### src/rtl/imem_arbiter.sv
// Two-core instruction-fetch arbiter in front of a single synchronous ROM.
// Alternating priority on contention, one-cycle response routing with per-core flush kill, saturating stall counters.
module imem_arbiter #(
  parameter int AW = 32,
  parameter int CW = 16
) (
  input  logic          clk,
  input  logic          rst_n,
  input  logic          c0_req_valid,
  input  logic [AW-1:0] c0_req_addr,
  output logic          c0_req_ready,
  input  logic          c0_flush,
  output logic          c0_rsp_valid,
  output logic [31:0]   c0_rsp_instr,
  output logic [CW-1:0] c0_stall_cnt,
  input  logic          c1_req_valid,
  input  logic [AW-1:0] c1_req_addr,
  output logic          c1_req_ready,
  input  logic          c1_flush,
  output logic          c1_rsp_valid,
  output logic [31:0]   c1_rsp_instr,
  output logic [CW-1:0] c1_stall_cnt,
  output logic          mem_en,
  output logic [AW-1:0] mem_pc,
  input  logic [31:0]   mem_instr
);

  localparam logic [CW-1:0] CNT_MAX = {CW{1'b1}};
  localparam logic [CW-1:0] CNT_ONE = {{(CW-1){1'b0}}, 1'b1};

  logic          w_gnt0;
  logic          w_gnt1;
  logic [AW-1:0] w_mem_pc;
  logic          r_prio;
  logic          r_infl_v;
  logic          r_infl_id;
  logic [CW-1:0] r_stall0;
  logic [CW-1:0] r_stall1;

  // Grant: pointer breaks ties, a lone requester always wins, reset blocks all grants.
  always_comb begin
    w_gnt0 = 1'b0;
    w_gnt1 = 1'b0;
    if (!rst_n) begin
      w_gnt0 = 1'b0;
      w_gnt1 = 1'b0;
    end else if (c0_req_valid && c1_req_valid) begin
      w_gnt0 = ~r_prio;
      w_gnt1 = r_prio;
    end else begin
      w_gnt0 = c0_req_valid;
      w_gnt1 = c1_req_valid;
    end
  end

  // ROM address mux: pass the winner's address through untouched.
  always_comb begin
    w_mem_pc = '0;
    case ({w_gnt1, w_gnt0})
      2'b01:   w_mem_pc = c0_req_addr;
      2'b10:   w_mem_pc = c1_req_addr;
      default: w_mem_pc = '0;
    endcase
  end

  // Priority pointer and in-flight tag for the response one cycle later.
  always_ff @(posedge clk or negedge rst_n) begin
    if (!rst_n) begin
      r_prio    <= 1'b0;
      r_infl_v  <= 1'b0;
      r_infl_id <= 1'b0;
    end else begin
      if (w_gnt0) begin
        r_prio <= 1'b1;
      end else if (w_gnt1) begin
        r_prio <= 1'b0;
      end else begin
        r_prio <= r_prio;
      end
      r_infl_v  <= w_gnt0 | w_gnt1;
      r_infl_id <= w_gnt1;
    end
  end

  // Stall counters saturate rather than wrap so long starvation stays visible.
  always_ff @(posedge clk or negedge rst_n) begin
    if (!rst_n) begin
      r_stall0 <= '0;
      r_stall1 <= '0;
    end else begin
      if (c0_req_valid && !w_gnt0 && (r_stall0 != CNT_MAX)) begin
        r_stall0 <= r_stall0 + CNT_ONE;
      end else begin
        r_stall0 <= r_stall0;
      end
      if (c1_req_valid && !w_gnt1 && (r_stall1 != CNT_MAX)) begin
        r_stall1 <= r_stall1 + CNT_ONE;
      end else begin
        r_stall1 <= r_stall1;
      end
    end
  end

  assign c0_req_ready = w_gnt0;
  assign c1_req_ready = w_gnt1;
  assign mem_en       = w_gnt0 | w_gnt1;
  assign mem_pc       = w_mem_pc;

  // A flush only kills the response arriving in the same cycle; a new grant that cycle survives.
  assign c0_rsp_valid = rst_n & r_infl_v & ~r_infl_id & ~c0_flush;
  assign c1_rsp_valid = rst_n & r_infl_v &  r_infl_id & ~c1_flush;
  assign c0_rsp_instr = mem_instr;
  assign c1_rsp_instr = mem_instr;
  assign c0_stall_cnt = r_stall0;
  assign c1_stall_cnt = r_stall1;

endmodule

### config.mk
export PLATFORM = sky130hd
export DESIGN_NAME = imem_arbiter
export DESIGN_NICKNAME = d
export VERILOG_FILES = /design/src/rtl/imem_arbiter.sv
export SDC_FILE = /design/constraint.sdc
export NUM_CORES = 1
export LEC_CHECK = 0
export ABC_CLOCK_PERIOD_IN_PS = 3250
export CAP_MARGIN = 20
export CORE_MARGIN = 2
export CORE_UTILIZATION = 35
export DETAILED_ROUTE_END_ITERATION = 16
export GPL_ROUTABILITY_DRIVEN = 1
export HOLD_SLACK_MARGIN = 0.1
export PLACE_DENSITY_LB_ADDON = 0.25
export SLEW_MARGIN = 20
export SYNTH_ARGS = -nofsm -noshare
export SYNTH_HDL_FRONTEND = slang
export SYNTH_SLANG_ARGS = --single-unit
### constraint.sdc
create_clock -name clk -period 3.25 [get_ports clk]
set_input_delay 0.325 -clock clk [delete_from_list [all_inputs] [get_ports clk]]
set_output_delay 0.325 -clock clk [all_outputs]
set_load 0.02 [all_outputs]
* Word level (Yosys, flattened, before mapping)
Index checks and enable logic that the tools add are counted.
Storage, ports and cells: bits in registers 35, output and inout port bits 133, RAM bits 0, bits in latches 0, logic and storage cells 36, input bits 102, memory bits (read-only) 0, memories 0
Cells by class: bitwise operators 10, multipliers 0, $add $sub $neg 2, reduce and logical (&&, ||, !) cells 8, divide/modulo/power cells 0, shift operators 0, multiplexer cells 7, order comparisons 0, equality and inequality tests 4
Operator list (number):
- $pmux 32 s2 | 1
- $add 16x1->16 const B | 2
- $ne 16x16->1 const B | 2
- $mux 1 | 6
- $and 1x1->1 | 5
- $logic_and 1x1->1 | 5
- $not 1->1 | 4
- $eq 2x1->1 const B | 1
- $eq 2x2->1 const B | 1
- $logic_not 1->1 | 2
- $reduce_bool 2->1 | 1
- $or 1x1->1 | 1

* Depth between registers and ports, before layout
Gate-level depths: netlist of run 1.
depth in word-level cells 6, depth in mapped cells 7, mapped depth without buffers 6

* Worst setup path before layout of run 1
No wires, ideal clock.
path kind register -> output, from register r_prio, to output port mem_pc[10], arrival time 1824 ps, required time 2925 ps, stages on the path, launching flop included 8, slack 1101 ps, path buffers 1, cells stage by stage dfrtp_1 a21boi_2 nand2_1 inv_1 ha_1 clkbuf_1 a22oi_1 nor2b_1
Between the ends: longest elaborated chain between the ends 5, elaborated cells between the ends (all ways) 8, classes of those cells 2 x eq/ne; 5 x mux; 1 x bitwise
Ends and longest elaborated chain:
- start: declaration | RTL line 34 | logic r_prio;
- start signal: assignment | RTL line 78 | r_prio <= r_prio;
- $not 1->1 * | RTL line 48 | w_gnt0 = ~r_prio;
- $mux 1 * | RTL line 47 | end else if (c0_req_valid && c1_req_valid) begin
- $mux 1 * | RTL line 44 | if (!rst_n) begin
- named net c0_req_ready | RTL line 11 | output logic c0_req_ready,
- $eq 2x2->1 / $eq 2x1->1 (equally long branches) | RTL line 59 | case ({w_gnt1, w_gnt0})
- $pmux 32 s2 * | RTL line 59
- end: declaration | RTL line 24 | output logic [AW-1:0] mem_pc,
Mark *: on every way through the listed nets, which the timed path passes. The rest lies on a longest branch.

* Final worst setup path of run 1
from input port c1_req_valid, to output port mem_pc[12]
Between the ends: longest elaborated chain between the ends 5, elaborated cells between the ends (all ways) 8, classes of those cells 2 x eq/ne; 5 x mux; 1 x reduce/logical
Ends and longest elaborated chain:
- start: declaration | RTL line 16 | input logic c1_req_valid,
- $logic_and 1x1->1 | RTL line 47
- $mux 1 | RTL line 47
- $mux 1 | RTL line 44
- $eq 2x2->1 / $eq 2x1->1 (equally long branches) | RTL line 59
- $pmux 32 s2 * | RTL line 59
Mark *: on every way between the ends. The rest lies on a longest branch, timed or not.

==> results.txt, run 1 <==
outcome = completed
Final setup viols = 0
# IOs = 235
Synth Net Count = 415
GR Overflow Total = 0
min-delay worst type = primary input to async pin
Post-Synthesis Cells = 308
CTS Buf Count = 5
final hold violations = 0
final setup margin = 0.3094 ns
hold buffer count at CTS = 0
TNS Setup = 0 ns
# DRC = 0
Max-slew headroom = 51.25%
H-tree depth = 2
Synth cell types = 37
leak pwr = 1.518 nW
top cell type by total area after synthesis = dfrtp_1
CTS Buffer Depth = 2
worst IR drop on VDD = 188.6 uV
Final period util = 90.48%
syn_area_per_cell = 8.945 sq um
Final min period = 2.941 ns
Critical Path Fanout Max = 20
GRT Resource Usage Total = 18.89%
Die Y = 92.73 um
Vias/cell = 5.086
Worst Tran Pin Value = 0.7269 ns
largest cells by area after synthesis = dfrtp_1, buf_4, a22oi_1, nor2b_1, xor2_1
Vias = 2477
crit path DAT = 2.62 ns
Place WS = 0.2977 ns
CP required = 2.92 ns
pin count of the biggest net entering global routing = 40
Rows = 32
Die Area = 8598 sq um
initial antenna violation count = 0
Die X = 92.73 um
Antenna Diode Count = 0
DRT Wirelength = 8197 um
Synth-to-Final Area Change = 41.10%
area taken by multi-input logic gates = 1329 sq um
share of the synthesized area in the top cell type = 31.79%
Final Slew Violations = 0
crit path capture type = output pin
Post-CTS Setup Repair Bufs = 0
PwrDens = 423.8 nW/um^2
Achievable Freq = 0.3401 GHz
Clock Root Buffer = clkbuf_8
vias in the first global route = 2442
Port Buf Inserts = 138
DP HPWL = 6691 um
Crit Path Category = primary input to output pin
core area = 7687 sq um
Initial Util = 35.84%
Max-cap violations = 0
gpl congestion = 0.7956
synthesized area = 2755 sq um
Startpoint Class = primary input
Wirelength per Cell = 16.83 um
setup slack, reg-to-reg = 1.21 ns
Post-DRT Antenna Nets = 0
Yosys Warn Count = 0
first-pass GRT wire length = 12720 um
fillers = 728
Final Net Count = 492
post-cts resize count = 0
DRT Pass-1 Iters = 4
Worst-path clk slew = 0.07 ns
CTS tree = done
flip-flop and latch area = 875.8 sq um
layout cell share with drive strength beyond 1 = 6.234%
First DRT Iteration DRCs = 102
Synth Register Bits = 35
unrepaired setup endpoints after global routing = false
sequential fraction of the synthesis area = 31.79%
Design Area, Final = 3887 sq um
cell area after placement = 3800 sq um
Setup Skew = 0.002178 ns
clk sink count = 35
worst-skew pair later-pin latency = 0.29 ns
-- critical path, stage by stage --
cell             delay (ns)
clkdlybuf4s50_1        0.50
a21boi_2               0.26
nand2_1                0.14
inv_1                  0.09
ha_1                   0.17
buf_4                  0.24
a22oi_1                0.11
nor2b_1                0.14
clkdlybuf4s50_1        0.62
-- registers in the layout (all words and copies together) (netlist names) --
register / count
c0_stall_cnt: 16
c1_stall_cnt: 16
r_infl_id: 1
r_infl_v: 1
r_prio: 1
-- per-stage QoR --
step	util (%)	cells	total power (W)	hold slack, ns
floorplan	-	308	0.001071	0.02941
global placement	49.43	480	0.001331	0.4691
detailed placement	49.43	480	0.001341	0.4673
CTS	50.57	487	0.001667	0.1550
global route	50.57	487	0.001749	0.1858
finish	50.57	487	0.001647	0.1373
-- path summary, 6_finish.rpt --
kind | from | end | cells after the start
worst max-delay path | c1_req_valid | mem_pc[12] | 9
worst min-delay path | rst_n | c0_stall_cnt[14] | 2
worst max register to register | c0_stall_cnt[0] | c0_stall_cnt[8] | 5
worst min register to register | c1_stall_cnt[15] | c1_stall_cnt[15] | 1
max in group asynchronous | rst_n | c0_stall_cnt[7] | 2
min in group clk | rst_n | r_infl_id | 3
-- cell families after synthesis --
family | Yosys count | share of synthesized area, %
adders and majority gates | 5 | 2.271
muxes | 5 | 2.180
buffers and inverters | 82 | 19.98
and+or+nand+nor | 105 | 22.30
xor gates and xnor gates | 26 | 8.265
DFF | 35 | 31.79
AOI/OAI and AO/OA | 50 | 13.21
-- layout by cell type (no fill, tap or decap), types with 2 or more instances in the layout --
master,count
a211oi_1,2
or3_1,2
nor3_1,11
mux2_2,4
nor3b_1,2
a21oi_1,3
nand2_1,12
nand3_1,14
dfrtp_1,35
clkbuf_8,6
nand4_1,5
clkdlybuf4s50_1,137
xor2_1,15
o2111ai_1,4
xnor2_1,11
and4_1,4
a31oi_1,2
and3_1,7
nor4_1,2
a22oi_1,32
nor2_1,5
nor2b_1,33
inv_1,7
buf_4,6
ha_1,5
o21ai_0,5
-- per-layer routing --
metal / vias to the layer above / GRT usage, % / share of wire (%)
met5: - / 0 / 0
li1: 1174 / - / -
met1: 1140 / 21.63 / 38
met2: 156 / 28.95 / 45
met4: 0 / 3.676 / 0.72
met3: 7 / 13.51 / 16
-- power breakdown --
group / internal, W / total, W / switching, W
sequential: 0.000525 / 0.000648 / 0.000122
clock: 0.000166 / 0.000320 / 0.000154
combinational: 0.000368 / 0.000680 / 0.000312
total: 0.00106 / 0.00165 / 0.000588
-- cell usage after synthesis (all sizes together) --
library cell / count
mux2: 5
and3: 7
ha: 5
or3b: 1
clkbuf: 9
buf: 66
and4b: 1
nand4: 5
nand2: 12
xor2: 15
a21oi: 3
o2111ai: 4
or4bb: 1
nand4b: 1
a22oi: 32
a21bo: 1
nor3b: 2
or2: 1
and4: 4
or4b: 1
nand3b: 1
nor3: 11
xnor2: 11
nor2b: 33
dfrtp: 35
or3: 2
inv: 7
nor2: 5
nand2b: 1
nand3: 14
nor4: 2
o21ai: 5
a31oi: 2
a21boi: 1
a211oi: 2
-- final cells by class --
class | instances | share of cell area, %
clock inverter | 1 | 0.1287
tap | 102 | 3.283
clock buffer | 6 | 2.124
multi-input combinational | 191 | 34.18
timing repair buffer | 145 | 37.08
inverter | 7 | 0.6759
sequential | 35 | 22.53
(Power assumes the default switching activity.)
==> run 2: changes to the inputs <==
Settings changed: CAP_MARGIN 20 to 0, CTS_CLUSTER_DIAMETER set to 60.
==> results of run 2 <==
Same layout as run 1: the final DEF is identical, and so are final timing and power.
==> run 3: changes to the inputs <==
Settings changed: CORE_MARGIN 2 to 8, GPL_TIMING_DRIVEN set to 0.
==> run 3 against run 2 <==
First-iteration DRC count shrank 42%. Wire length up 39%. Utilization is 16 points higher. Sequential share of layout area down 5.3 points. Worst hold slack worse by 0.031 ns. Flip-flop and latch count unchanged. Critical path depth unchanged. Setup slack worse by 0.14 ns. Critical endpoint is now mem_pc[23]. Largest cell class unchanged.
==> results.txt, run 3 (synthesis gave the netlist of run 1 again) <==
power share of the combinational group = 48.1%
Final period util = 94.80%
H-tree depth = 2
Synth-to-Final Area Change = 84.97%
gpl congestion = 0.8397
DP HPWL = 9832 um
Port Buf Inserts = 202
CP bufs+invs = 4
Critical Path Fanout Max = 10
met3 usage = 10.63%
Vias = 3028
CTS tree = done
outcome = completed
CP required = 2.92 ns
crit-path cells = clkdlybuf4s50_1, a21boi_2, nand2_1, inv_1, ha_1, clkbuf_4, a22oi_1, nor2b_1, clkdlybuf4s50_1
clk sink count = 35
layout cell share with drive strength beyond 1 = 18.08%
GR Overflow Total = 0
Max-cap violations = 0
Achievable Freq = 0.3246 GHz
internal power = 0.001176 W
Wirelength per Cell = 18.33 um
Worst-path clk slew = 0.07 ns
Sw Pwr = 0.0006704 W
crit path DAT = 2.76 ns
Antenna Diode Count = 0
Final Net Count = 627
DRT Pass-1 Iters = 6
First DRT Iteration DRCs = 59
initial antenna violation count = 0
most frequent cells in the layout = clkdlybuf4s50_1, buf_4, dfrtp_1
GRT Resource Usage Total = 20.33%
PwrDens = 362.3 nW/um^2
# IOs = 235
Flop pwr share = 34.9%
core area = 7687 sq um
cell area after placement = 4920 sq um
met1 Track Usage GR = 19.71%
Worst Tran Pin Value = 0.7208 ns
CTS Buf Count = 5
Rows = 32
crit path capture type = output pin
Max-slew headroom = 51.65%
Initial Util = 35.84%
final hold violations = 0
CTS Buffer Depth = 2
Finished Core Util = 66.29%
Post-DRT Antenna Nets = 0
met2 Use GR = 36.70%
switch share = 36.31%
leak pwr = 2.416 nW
DRT Wirelength = 11400 um
pin count of the biggest net entering global routing = 30
most frequent CP cell = clkdlybuf4s50_1
most common cell after layout, fill and taps aside = clkdlybuf4s50_1
GR peak layer = met2
CP delay by family, top = buffers and inverters
first-pass GRT wire length = 18200 um
Crit Path Category = primary input to output pin
worst IR drop on VDD = 148.2 uV
vias in the first global route = 3306
Setup Skew = 0.01194 ns
slowest stage delay, CP = 0.65 ns
slowest CP cell = clkdlybuf4s50_1
Final setup viols = 0
Final min period = 3.081 ns
Startpoint Class = primary input
Design Area, Final = 5096 sq um
Die X = 104.7 um
Final Slew Violations = 0
Vias/cell = 4.868
Post-CTS Setup Repair Bufs = 0
Die Area = 10970 sq um
Clock Root Buffer = clkbuf_8
# DRC = 0
worst-skew pair later-pin latency = 0.28 ns
min-delay worst type = primary input to async pin
Clk pwr share = 16.9%
Die Y = 104.7 um
unrepaired setup endpoints after global routing = true
[run 3: cell types whose count changed in the layout (fill, tap and decap cells not counted)]
cell	delta
buf_4	+58
clkdlybuf4s50_1	+47
dlymetal6s2s_1	+17
buf_2	+6
clkbuf_2	+3
clkbuf_4	+2
buf_12	+1
dlygate4sd3_1	+1
[run 3: final timing paths]
path | start | cells past startpoint | slack (ns) | end
min in group clk | c0_stall_cnt[6] | 1 | 0.50 | c0_stall_cnt[6]
worst min-delay path | rst_n | 3 | 0.11 | c0_stall_cnt[9]
worst max register to register | c0_stall_cnt[0] | 6 | 1.22 | c0_stall_cnt[8]
max in group asynchronous | rst_n | 2 | 2.53 | c0_stall_cnt[3]
worst min register to register | c0_stall_cnt[6] | 1 | 0.50 | c0_stall_cnt[6]
worst max-delay path | c1_req_valid | 9 | 0.17 | mem_pc[23]
[run 3: per-stage QoR]
stage | std cells | power [W] | hold slack, ns | worst slack (ns) | TNS, ns
after global placement | 612 | 0.001524 | 0.4788 | -1.316 | -44.05
after CTS | 622 | 0.001867 | 0.1038 | 0.05752 | 0
after floorplan | 308 | 0.001071 | 0.02941 | 1.101 | 0
after detailed placement | 613 | 0.001542 | 0.1783 | -0.05703 | -0.5581
after global routing | 622 | 0.001956 | 0.1237 | -0.02242 | -0.04917
final | 622 | 0.001846 | 0.1062 | 0.1690 | 0
[run 3: per-layer routing]
metal / share of wire (%) / wire (um) / vias up
met1: 33 / 3797 / 1420
met5: 0 / 0 / -
met2: 52 / 5930 / 133
li1: - / - / 1454
met4: 2.8 / 325 / 0
met3: 12 / 1351 / 21
[run 3: layout make-up]
| class | count | area, sq um |
|---|---|---|
| fillers | 644 | 2591 |
| inverters | 7 | 26.28 |
| clock inverters | 1 | 5.005 |
| well taps | 102 | 127.6 |
| multi-input cells | 191 | 1329 |
| flip-flops and latches | 35 | 875.8 |
| clock buffers | 6 | 82.58 |
| repair buffers | 205 | 2110 |
| plain buffers | 75 | 540.5 |
[run 3: power groups by stage]
stage / Combinational (W) / Sequential [W] / Clock, W
6_report: 0.000888 / 0.000645 / 0.000313
2_1_floorplan: 0.000336 / 0.000735 / 0
3_3_place_gp: 0.000875 / 0.000649 / 0
5_1_grt: 0.000946 / 0.000666 / 0.000344
3_5_place_dp: 0.000891 / 0.000651 / 0
4_1_cts: 0.000900 / 0.000645 / 0.000322
[run 3: worst reg2reg max path, stage by stage (launching register included)]
cell and delay (ns):
dfrtp_1 0.43, ha_1 0.22, nand3_1 0.12, or3b_1 0.35, buf_2 0.16, or3_1 0.33, mux2_4 0.30
[run 3: what timing repair did]
item	in CTS	in global routing
gates resized for setup	6	31
endpoints found under the setup margin	29	30
hold endpoints to repair	6	0
hold buffers	2	0
pin swaps	0	1
